===== config.mk =====
export PLATFORM = sky130hd
export DESIGN_NAME = mem_wb_stage
export DESIGN_NICKNAME = d
export VERILOG_FILES = /design/src/rtl/mem_wb_stage_pkg.sv /design/src/rtl/mem_wb_stage_load_extract.sv /design/src/rtl/mem_wb_stage.sv
export SDC_FILE = /design/constraint.sdc
export NUM_CORES = 1
export LEC_CHECK = 0
export CORE_ASPECT_RATIO = 1.75
export CORE_MARGIN = 4
export CORE_UTILIZATION = 40
export CTS_CLUSTER_SIZE = 25
export DETAILED_ROUTE_END_ITERATION = 12
export PLACE_DENSITY = 0.81
export SLEW_MARGIN = 15
export SYNTH_ARGS = -nofsm -noshare
export SYNTH_HDL_FRONTEND = slang
export SYNTH_SLANG_ARGS = --single-unit
export TNS_END_PERCENT = 50

===== constraint.sdc =====
create_clock -name clk -period 2.7 [get_ports clk]
set_input_delay 0.405 -clock clk [delete_from_list [all_inputs] [get_ports clk]]
set_output_delay 0.405 -clock clk [all_outputs]
set_load 0.02 [all_outputs]

===== src/rtl/mem_wb_stage_pkg.sv =====
// Shared RV32I opcode header for the memory/writeback stage: opcode and funct3
// constants plus the tohost CSR address and the pipeline NOP encoding.
package mem_wb_stage_pkg;

    localparam int          XLEN       = 32;
    localparam logic [11:0] CSR_TOHOST = 12'h51E;
    localparam logic [31:0] NOP_INST   = 32'h0000_0013;

    localparam logic [6:0] OPC_LOAD   = 7'b0000011;
    localparam logic [6:0] OPC_STORE  = 7'b0100011;
    localparam logic [6:0] OPC_OP_IMM = 7'b0010011;
    localparam logic [6:0] OPC_OP     = 7'b0110011;
    localparam logic [6:0] OPC_LUI    = 7'b0110111;
    localparam logic [6:0] OPC_AUIPC  = 7'b0010111;
    localparam logic [6:0] OPC_JAL    = 7'b1101111;
    localparam logic [6:0] OPC_JALR   = 7'b1100111;
    localparam logic [6:0] OPC_BRANCH = 7'b1100011;
    localparam logic [6:0] OPC_SYSTEM = 7'b1110011;

    localparam logic [2:0] FNC_B      = 3'b000;
    localparam logic [2:0] FNC_H      = 3'b001;
    localparam logic [2:0] FNC_W      = 3'b010;
    localparam logic [2:0] FNC_BU     = 3'b100;
    localparam logic [2:0] FNC_HU     = 3'b101;
    localparam logic [2:0] FNC_CSRRW  = 3'b001;
    localparam logic [2:0] FNC_CSRRWI = 3'b101;

endpackage


===== src/rtl/mem_wb_stage_load_extract.sv =====
// Load data alignment: picks the addressed byte/halfword out of the returned
// cache word and sign- or zero-extends it according to funct3.
module load_extract
    import mem_wb_stage_pkg::*;
(
    input  logic [2:0]  funct3,
    input  logic [1:0]  addr,
    input  logic [31:0] word,
    output logic [31:0] value
);

    logic [7:0]  sel_byte;
    logic [15:0] sel_half;

    always_comb begin
        sel_byte = word[{addr, 3'b000} +: 8];
        sel_half = addr[1] ? word[31:16] : word[15:0];
        case (funct3)
            FNC_B:   value = {{24{sel_byte[7]}}, sel_byte};
            FNC_BU:  value = {24'd0, sel_byte};
            FNC_H:   value = {{16{sel_half[15]}}, sel_half};
            FNC_HU:  value = {16'd0, sel_half};
            default: value = word;
        endcase
    end

endmodule


===== src/rtl/mem_wb_stage.sv =====
// Memory/writeback stage of the 3-stage RV32I pipeline: stage register, data
// cache handshake FSM, store formatting, tohost CSR and register-file write.
module mem_wb_stage
    import mem_wb_stage_pkg::*;
#(
    parameter int          XLEN       = mem_wb_stage_pkg::XLEN,
    parameter logic [11:0] CSR_TOHOST = mem_wb_stage_pkg::CSR_TOHOST,
    parameter logic [31:0] NOP_INST   = mem_wb_stage_pkg::NOP_INST
) (
    input  logic            clk,
    input  logic            reset,
    input  logic            x_valid,
    input  logic [31:0]     x_inst,
    input  logic [XLEN-1:0] x_alu_out,
    input  logic [XLEN-1:0] x_rs2_data,
    input  logic [XLEN-1:0] x_pc_plus4,
    output logic            stall,
    output logic            dc_req_valid,
    input  logic            dc_req_ready,
    output logic            dc_req_write,
    output logic [XLEN-1:0] dc_req_addr,
    output logic [XLEN-1:0] dc_req_wdata,
    output logic [3:0]      dc_req_wmask,
    input  logic            dc_resp_valid,
    input  logic [XLEN-1:0] dc_resp_data,
    output logic            wb_en,
    output logic [4:0]      wb_rd,
    output logic [XLEN-1:0] wb_data,
    output logic [31:0]     wb_inst,
    output logic [XLEN-1:0] csr_tohost
);

    localparam logic [1:0] S_IDLE = 2'd0;
    localparam logic [1:0] S_REQ  = 2'd1;
    localparam logic [1:0] S_WAIT = 2'd2;

    logic [1:0]      state;
    logic [31:0]     s_inst;
    logic [XLEN-1:0] s_alu;
    logic [XLEN-1:0] s_rs2;
    logic [XLEN-1:0] s_pc4;
    logic            s_valid;

    logic [6:0]      opcode;
    logic [2:0]      funct3;
    logic            is_load;
    logic            is_store;
    logic            is_mem;
    logic            is_tohost_write;
    logic [XLEN-1:0] load_value;

    assign opcode   = s_inst[6:0];
    assign funct3   = s_inst[14:12];
    assign wb_rd    = s_inst[11:7];
    assign wb_inst  = s_inst;
    assign is_load  = s_valid && (opcode == OPC_LOAD);
    assign is_store = s_valid && (opcode == OPC_STORE);
    assign is_mem   = is_load || is_store;
    assign is_tohost_write = s_valid && (opcode == OPC_SYSTEM)
                          && ((funct3 == FNC_CSRRW) || (funct3 == FNC_CSRRWI))
                          && (s_inst[31:20] == CSR_TOHOST);

    // A captured memory op parks in IDLE for one cycle before requesting, so
    // upstream must already be frozen there or the op would be overwritten.
    always_comb begin
        case (state)
            S_IDLE:  stall = is_mem;
            S_REQ:   stall = !(dc_req_ready && is_store);
            S_WAIT:  stall = !dc_resp_valid;
            default: stall = 1'b0;
        endcase
    end

    always_ff @(posedge clk) begin
        if (reset) begin
            s_inst  <= NOP_INST;
            s_valid <= 1'b0;
            s_alu   <= '0;
            s_rs2   <= '0;
            s_pc4   <= '0;
        end else if (!stall) begin
            s_inst  <= x_valid ? x_inst : NOP_INST;
            s_valid <= x_valid;
            s_alu   <= x_alu_out;
            s_rs2   <= x_rs2_data;
            s_pc4   <= x_pc_plus4;
        end
    end

    always_ff @(posedge clk) begin
        if (reset) begin
            state <= S_IDLE;
        end else begin
            case (state)
                S_IDLE: if (is_mem) state <= S_REQ;
                S_REQ:  if (dc_req_ready) state <= is_store ? S_IDLE : S_WAIT;
                S_WAIT: if (dc_resp_valid) state <= S_IDLE;
                default: state <= S_IDLE;
            endcase
        end
    end

    always_ff @(posedge clk) begin
        if (reset) begin
            csr_tohost <= '0;
        end else if ((state == S_IDLE) && is_tohost_write) begin
            csr_tohost <= s_alu;
        end
    end

    // Request fields come straight from the held stage register, which keeps
    // them stable until the handshake without extra capture registers.
    always_comb begin
        dc_req_valid = 1'b0;
        dc_req_write = 1'b0;
        dc_req_addr  = '0;
        dc_req_wdata = '0;
        dc_req_wmask = 4'b0000;
        if (state == S_REQ) begin
            dc_req_valid = 1'b1;
            dc_req_write = is_store;
            dc_req_addr  = {s_alu[XLEN-1:2], 2'b00};
            if (is_store) begin
                case (funct3)
                    FNC_B: begin
                        dc_req_wmask = 4'b0001 << s_alu[1:0];
                        dc_req_wdata = {4{s_rs2[7:0]}};
                    end
                    FNC_H: begin
                        dc_req_wmask = s_alu[1] ? 4'b1100 : 4'b0011;
                        dc_req_wdata = {2{s_rs2[15:0]}};
                    end
                    default: begin
                        dc_req_wmask = 4'b1111;
                        dc_req_wdata = s_rs2;
                    end
                endcase
            end
        end
    end

    load_extract u_load_extract (
        .funct3 (funct3),
        .addr   (s_alu[1:0]),
        .word   (dc_resp_data),
        .value  (load_value)
    );

    always_comb begin
        wb_en   = 1'b0;
        wb_data = s_alu;
        if ((opcode == OPC_JAL) || (opcode == OPC_JALR)) begin
            wb_data = s_pc4;
        end else if (opcode == OPC_LOAD) begin
            wb_data = load_value;
        end
        case (state)
            S_IDLE: begin
                if (s_valid && (wb_rd != 5'd0)) begin
                    case (opcode)
                        OPC_LUI, OPC_AUIPC, OPC_OP, OPC_OP_IMM,
                        OPC_JAL, OPC_JALR: wb_en = 1'b1;
                        default:           wb_en = 1'b0;
                    endcase
                end
            end
            S_WAIT:  wb_en = dc_resp_valid && (wb_rd != 5'd0);
            default: wb_en = 1'b0;
        endcase
    end

endmodule


==> reports/results.tsv, run 1 <==
stage	metric	value	unit
route	Routed WL	31700	µm
synthesis	top cells by area, synth	dfxtp_1, mux2i_1, nor2_1	
synthesis	post-synth top area share	40.8	%
synthesis	Yosys cell types	55	
clock_network	CTS Buf Count	17	
synthesis	Synth Area in Compound Gates	15.1	%
pwr	maximum VDD drop	454	µV
floorplan	total die area	22400	µm²
flow_run	# Max-Cap Violations	0	
setup_path	Critical Path AT	2.48	ns
grt	GR Util met1	28.9	%
status	violated checks	setup timing	
synthesis	Mapped Cells	945	
grt	vias in the first global route	8296	
synthesis	register area share after synthesis	40.8	%
timing	min Tclk post-route	2.89	ns
synthesis	syn_area_per_cell	8.46	µm²
clock_network	clk_lat worst skew	0.43	ns
floorplan	Die Y	195	µm
timing	final hold vios	0	
floorplan	width of the die	115	µm
floorplan	row count	68	
clock_network	hold_buf cts	0	
synthesis	synth cell count leaders	nor2_1, dfxtp_1, mux2i_1, nand2_1, a21oi_1	
timing	Worst Clk Skew	0.0133	ns
grt	first-pass GRT wire length	47000	µm
clock_network	CTS tree	built	
grt	initial antenna violation count	1	
synthesis	Synth Area in XOR/XNOR	0	%
clock_network	root buffer cell	clkbuf_16	
synthesis	most frequent cell after synthesis	nor2_1	
layout	Fill cells	1626	
synthesis	Synth async-reset ratio	0	%
placement	IO buf count	335	
placement	dpl hpwl	23300	µm
route	DRC errors left	0	
worst_hold_path	hold wc startpoint	wb_inst[18]	
setup_path	critical path class	flip-flop to output port	
route	Avg Vias per Cell	5.41	
timing	final setup vio count	28	
setup_path	nature of the critical path startpoint	flip-flop	
route	DR iter-0 viols	429	
grt	GRT Total Usage	27.2	%
synthesis	multiplexer share of the synthesized area	17.7	%
floorplan	core box area	19700	µm²
grt	largest net degree at the start of global routing	110	
floorplan	Starting Density	40.5	%
grt	grt total ovfl	0	
route	post-route antenna net violation count	0	
synthesis	YS warnings	0	
worst_hold_path	HP Class	flip-flop to flip-flop	
timing	RSZ-0062 raised after global routing	yes	
synthesis	number of synthesized flops with an enable pin	0	
clock_network	clk sinks	163	
grt	met2 GRT Util	50.0	%
pwr	Pwr Total	6.29	mW
timing	Final Cycle Share	107	%
synthesis	simple-gate share of the synthesized area	21.1	%
layout	final core utilization	64.8	%
timing	Slew @ Worst Pin	0.744	ns
placement	RD Place Congestion	0.937	
clock_network	CTS Buffer Depth	2	
synthesis	largest family of logic cells by synthesized area	simple AND/OR/NAND/NOR gates	
synthesis	Yosys reg bits	163	
synthesis	Yosys top cell by area	dfxtp_1	
layout	Area growth syn-to-layout	60.0	%
floorplan	IO Count	338	
timing	Max Slew Vio Count	0	
setup_path	Critical Path Fanout Max	8	
synthesis	Synth Cell Area	7990	µm²
route	Initial DRT Pass Iterations	7	
timing	Final Worst Setup Slack	-0.188	ns
setup_path	reg2reg start	wb_inst[2]	
setup_path	Crit. End Element	output port	
status	status	complete, but fails checks	
clock_network	Worst-path clk slew	0.06	ns
layout	Final #Nets	1449	
route	routed len/inst	20.5	µm
timing	Max Clock Freq	346	MHz
synthesis	Main synth FF type	dfxtp_1	
route	Via Count	8345	
clock_network	H-tree lvl count	4	
layout	fraction of layout cells with a size suffix above 1	15.4	%
pwr	LEAKAGE	5.21	nW
grt	routing usage on met3	6.54	%
synthesis	adder-cell share of the synthesized area	0	%
setup_path	Critical path origin	wb_inst[6]	
timing	Max-slew headroom	50.4	%
pwr	PwrDens	492	nW/µm²
grt	global route hottest layer	met2	
setup_path	worst path required time	2.30	ns
## logic make-up (layout without fill, tap and decap cells)
| kind of cell | count (synthesis) | after routing |
|---|---|---|
| simple gates | 358 | 358 |
| buf+inv | 97 | 448 |
| other cells | 1 | 3 |
| compound gates | 185 | 185 |
| flops | 163 | 163 |
| mux | 141 | 141 |
## critical path, cell delays in order, from the launching register on
cell	delay (ns)
dfxtp_2	0.32
or4_4	0.54
or3_4	0.39
buf_12	0.17
nand2_8	0.08
buf_12	0.13
o22ai_1	0.08
a21oi_1	0.16
buf_4	0.17
## timing repair
action | in CTS | in global routing
pin swaps | 6 | 17
resized for setup | 220 | 71
buffers inserted | 1 | 4
cloned | 0 | 2
setup endpoints to repair | 70 | 77
hold endpoints to repair | 0 | 0
## flip-flops by register name (all words and copies together), names as in the netlist
name        count
csr_tohost     32
s_alu          32
s_pc4          32
s_rs2          32
wb_inst        32
state           2
s_valid         1
## path summary, 6_finish.rpt
check / end / cells past startpoint / slack [ns]
min: wb_inst[18] / 2 / 0.50
max: wb_data[30] / 8 / -0.19
min reg2reg: wb_inst[18] / 2 / 0.50
max reg2reg: s_pc4[12] / 9 / 0.30
## through the flow
| step | instances | instance area (µm²) | hold WS (ns) | setup TNS (ns) | setup WS, ns |
|---|---|---|---|---|---|
| 4_1_cts | 1536 | 12500 | 0.476 | -4.10 | -0.193 |
| 3_3_place_gp | 1503 | 11900 | 0.471 | -4.38 | -0.214 |
| 5_1_grt | 1543 | 12800 | 0.509 | -6.00 | -0.267 |
| 2_1_floorplan | 946 | 8000 | 0.463 | 0 | 0.115 |
| 3_5_place_dp | 1503 | 11900 | 0.484 | -4.99 | -0.233 |
| 6_report | 1543 | 12800 | 0.496 | -3.72 | -0.188 |
## layout make-up
class,count,area [µm²],share of cell area [%]
Multi-Input combinational cell,686,4600,35.9
Sequential cell,163,3270,25.5
Timing Repair Buffer,408,3960,31.0
Clock inverter,14,184,1.44
Tap cell,245,307,2.40
Inverter,8,37.5,0.293
Antenna cell,1,2.50,0.0196
Clock buffer,18,439,3.43
## report_power, final
part | total [mW] | leakage, nW | switching, mW | internal, mW
logic | 1.09 | 3.56 | 0.525 | 0.569
clock network | 2.57 | 0.310 | 1.00 | 1.57
registers | 2.63 | 1.35 | 0.112 | 2.52
## cell usage in the layout (no fill, tap or decap), types with 25 or more instances in the layout
cell and count:
a21oi_1 43, buf_4 77, and2_1 38, o31ai_1 29
nor2_1 161, mux2i_1 141, nand2_1 84, dfxtp_1 159
clkdlybuf4s50_1 263, nand3b_1 29, dlygate4sd2_1 25
## layer usage
layer	vias up	share of wire, %	wire [µm]
met5	-	0	0
met4	0	4.2	1330
met3	74	7.1	2240
met2	346	54	17100
met1	3958	35	11000
li1	3967	-	-
Power figures use the tool's default switching activity.
==> run 2, diff against run 1 <==
SKIP_CTS_REPAIR_TIMING = 1   (was default)
==> run 2 against run 1 <==
The run still ends with setup timing left. Clock-buffer cell count unchanged. Final cell count about the same. Worst setup slack got worse by 0.065 ns. First-iteration DRC count increased by 17%. Core utilization increased by 1.4 points. Combinational power about the same. Via count increased by 0.62%. Register-to-register slack about the same. Worst hold slack got worse by 0.0026 ns. Clock skew decreased by 0.0031 ns. Flip-flop and latch count unchanged. Critical path type unchanged. Highest routed layer unchanged.
==> reports/results.tsv, run 2 (synthesis gave the netlist of run 1 again) <==
stage	metric	value	unit	change
clock_network	clk_lat worst skew	0.43	ns	about the same
layout	most frequent cells in the layout	clkdlybuf4s50_1, nor2_1, dfxtp_1, mux2i_1, nand2_1		unchanged
timing	Worst Clk Skew	0.0101	ns	was 0.0133 ns
flow_run	# Max-Cap Violations	0		unchanged
timing	Max-slew headroom	47.5	%	was 50.4%
clock_network	Worst-path clk slew	0.06	ns	about the same
route	Via Count	8397		was 8345
placement	RD Place Congestion	0.937		unchanged
layout	Fill cells	1563		was 1626
clock_network	H-tree lvl count	4		unchanged
setup_path	Crit-path slowest cell	or4_4		unchanged
status	status	complete, but fails checks		unchanged
setup_path	Top delay family on crit path	simple AND/OR/NAND/NOR gates		unchanged
pwr	maximum VDD drop	455	µV	was 454 µV
layout	fraction of layout cells with a size suffix above 1	15.7	%	was 15.4%
setup_path	Critical Path Fanout Max	7		was 8
timing	final setup vio count	28		unchanged
grt	first-pass GRT wire length	46400	µm	was 47000 µm
pwr	LEAKAGE	5.80	nW	was 5.21 nW
floorplan	Die Y	195	µm	unchanged
timing	RSZ-0062 raised after global routing	yes		unchanged
timing	Max Clock Freq	339	MHz	was 346 MHz
floorplan	width of the die	115	µm	unchanged
floorplan	total die area	22400	µm²	unchanged
setup_path	Crit. End Element	output port		unchanged
clock_network	CTS tree	built		unchanged
grt	GRT Total Usage	26.8	%	was 27.2%
layout	Multi-input gate area	4690	µm²	was 4600 µm²
setup_path	most used cell, CP	buf_12		unchanged
clock_network	CTS Buf Count	17		unchanged
floorplan	Starting Density	40.5	%	unchanged
grt	grt total ovfl	0		unchanged
timing	Max Slew Vio Count	0		unchanged
layout	Reg area	3270	µm²	unchanged
clock_network	clk sinks	163		unchanged
timing	Slew @ Worst Pin	0.768	ns	was 0.744 ns
route	Avg Vias per Cell	5.44		was 5.41
setup_path	critical path class	flip-flop to output port		unchanged
setup_path	Critical Path AT	2.55	ns	was 2.48 ns
placement	dpl cell area	11900	µm²	unchanged
setup_path	nature of the critical path startpoint	flip-flop		unchanged
floorplan	core box area	19700	µm²	unchanged
route	routed len/inst	20.8	µm	was 20.5 µm
grt	largest net degree at the start of global routing	110		unchanged
status	violated checks	setup timing		unchanged
clock_network	root buffer cell	clkbuf_16		unchanged
layout	Area growth syn-to-layout	63.6	%	was 60.0%
timing	final hold vios	0		unchanged
timing	Final Worst Setup Slack	-0.254	ns	was -0.188 ns
setup_path	reg-to-reg slack, setup	0.30	ns	about the same
placement	IO buf count	335		unchanged
pwr	PwrDens	483	nW/µm²	was 492 nW/µm²
route	Routed WL	32100	µm	was 31700 µm
setup_path	CP cell instances	or4_4, or3_4, buf_12, nand2_8, clkbuf_16, buf_12, o22ai_4, a21oi_2, buf_4		was or4_4, or3_4, buf_12, nand2_8, buf_12, o22ai_1, a21oi_1, buf_4
timing	Setup TNS Final	-3.93	ns	was -3.72 ns
setup_path	worst path required time	2.30	ns	about the same
floorplan	IO Count	338		unchanged
layout	most common cell after layout, fill and taps aside	clkdlybuf4s50_1		unchanged
route	DRC errors left	0		unchanged
worst_hold_path	HP Class	flip-flop to flip-flop		unchanged
route	post-route antenna net violation count	0		unchanged
route	Initial DRT Pass Iterations	6		was 7
placement	Setup WS pre-CTS	-0.233	ns	unchanged
grt	vias in the first global route	8218		was 8296
floorplan	row count	68		unchanged
timing	Final Cycle Share	109	%	was 107%
setup_path	delay of the slowest critical-path stage	0.54	ns	about the same
grt	initial antenna violation count	1		unchanged
layout	Final #Nets	1450		was 1449
placement	dpl hpwl	23300	µm	unchanged
setup_path	WP buf/inv	4		was 3
route	DR iter-0 viols	500		was 429
timing	min Tclk post-route	2.95	ns	was 2.89 ns
clock_network	CTS Buffer Depth	2		unchanged
layout	fin area	13100	µm²	was 12800 µm²
run 2: cell type report:
cell class / instances / share of cell area [%]
clock inverter: 14 / 1.41
sequential: 163 / 25.0
clock buffer: 18 / 3.36
inverter: 8 / 0.287
tap: 245 / 2.34
multi-input combinational: 686 / 35.9
timing repair buffer: 409 / 31.7
antenna: 1 / 0.0191
run 2: metal layers:
layer	track usage, %	vias up	wire length [µm]
li1	-	3971	-
met1	28.6	3999	11300
met2	49.1	360	17300
met3	6.57	67	2130
met4	11.2	0	1290
met5	0	-	0
run 2: power by group:
group / switching, mW / leakage [nW] / total [mW] / internal, mW
Clock: 1.01 / 0.310 / 2.58 / 1.57
Sequential: 0.119 / 1.35 / 2.64 / 2.52
Combinational: 0.529 / 4.15 / 1.11 / 0.579
Total: 1.66 / 5.80 / 6.32 / 4.67
run 2: worst min-delay path: cells and delay by family, from the launching register on:
kind | cells | cell delay, ns
AO/OA/AOI/OAI | 1 | 0.06
flip-flops | 1 | 0.31
AND/OR/NAND/NOR | 1 | 0.08
run 2: final timing paths:
kind / from / to / depth (start not counted)
setup / recovery: wb_inst[6] / wb_data[17] / 9
hold reg to reg: wb_inst[18] / wb_inst[18] / 2
hold / removal: wb_inst[18] / wb_inst[18] / 2
setup reg to reg: wb_inst[2] / s_pc4[11] / 9
run 2: per-stage QoR:
step / power (mW) / util [%] / cells / hold slack [ns]
2_1_floorplan: 3.11 / - / 946 / 0.463
3_3_place_gp: 3.69 / 60.3 / 1503 / 0.471
3_5_place_dp: 3.71 / 60.3 / 1503 / 0.484
4_1_cts: 6.29 / 63.4 / 1535 / 0.476
5_1_grt: 6.53 / 66.2 / 1544 / 0.509
6_report: 6.32 / 66.2 / 1544 / 0.494
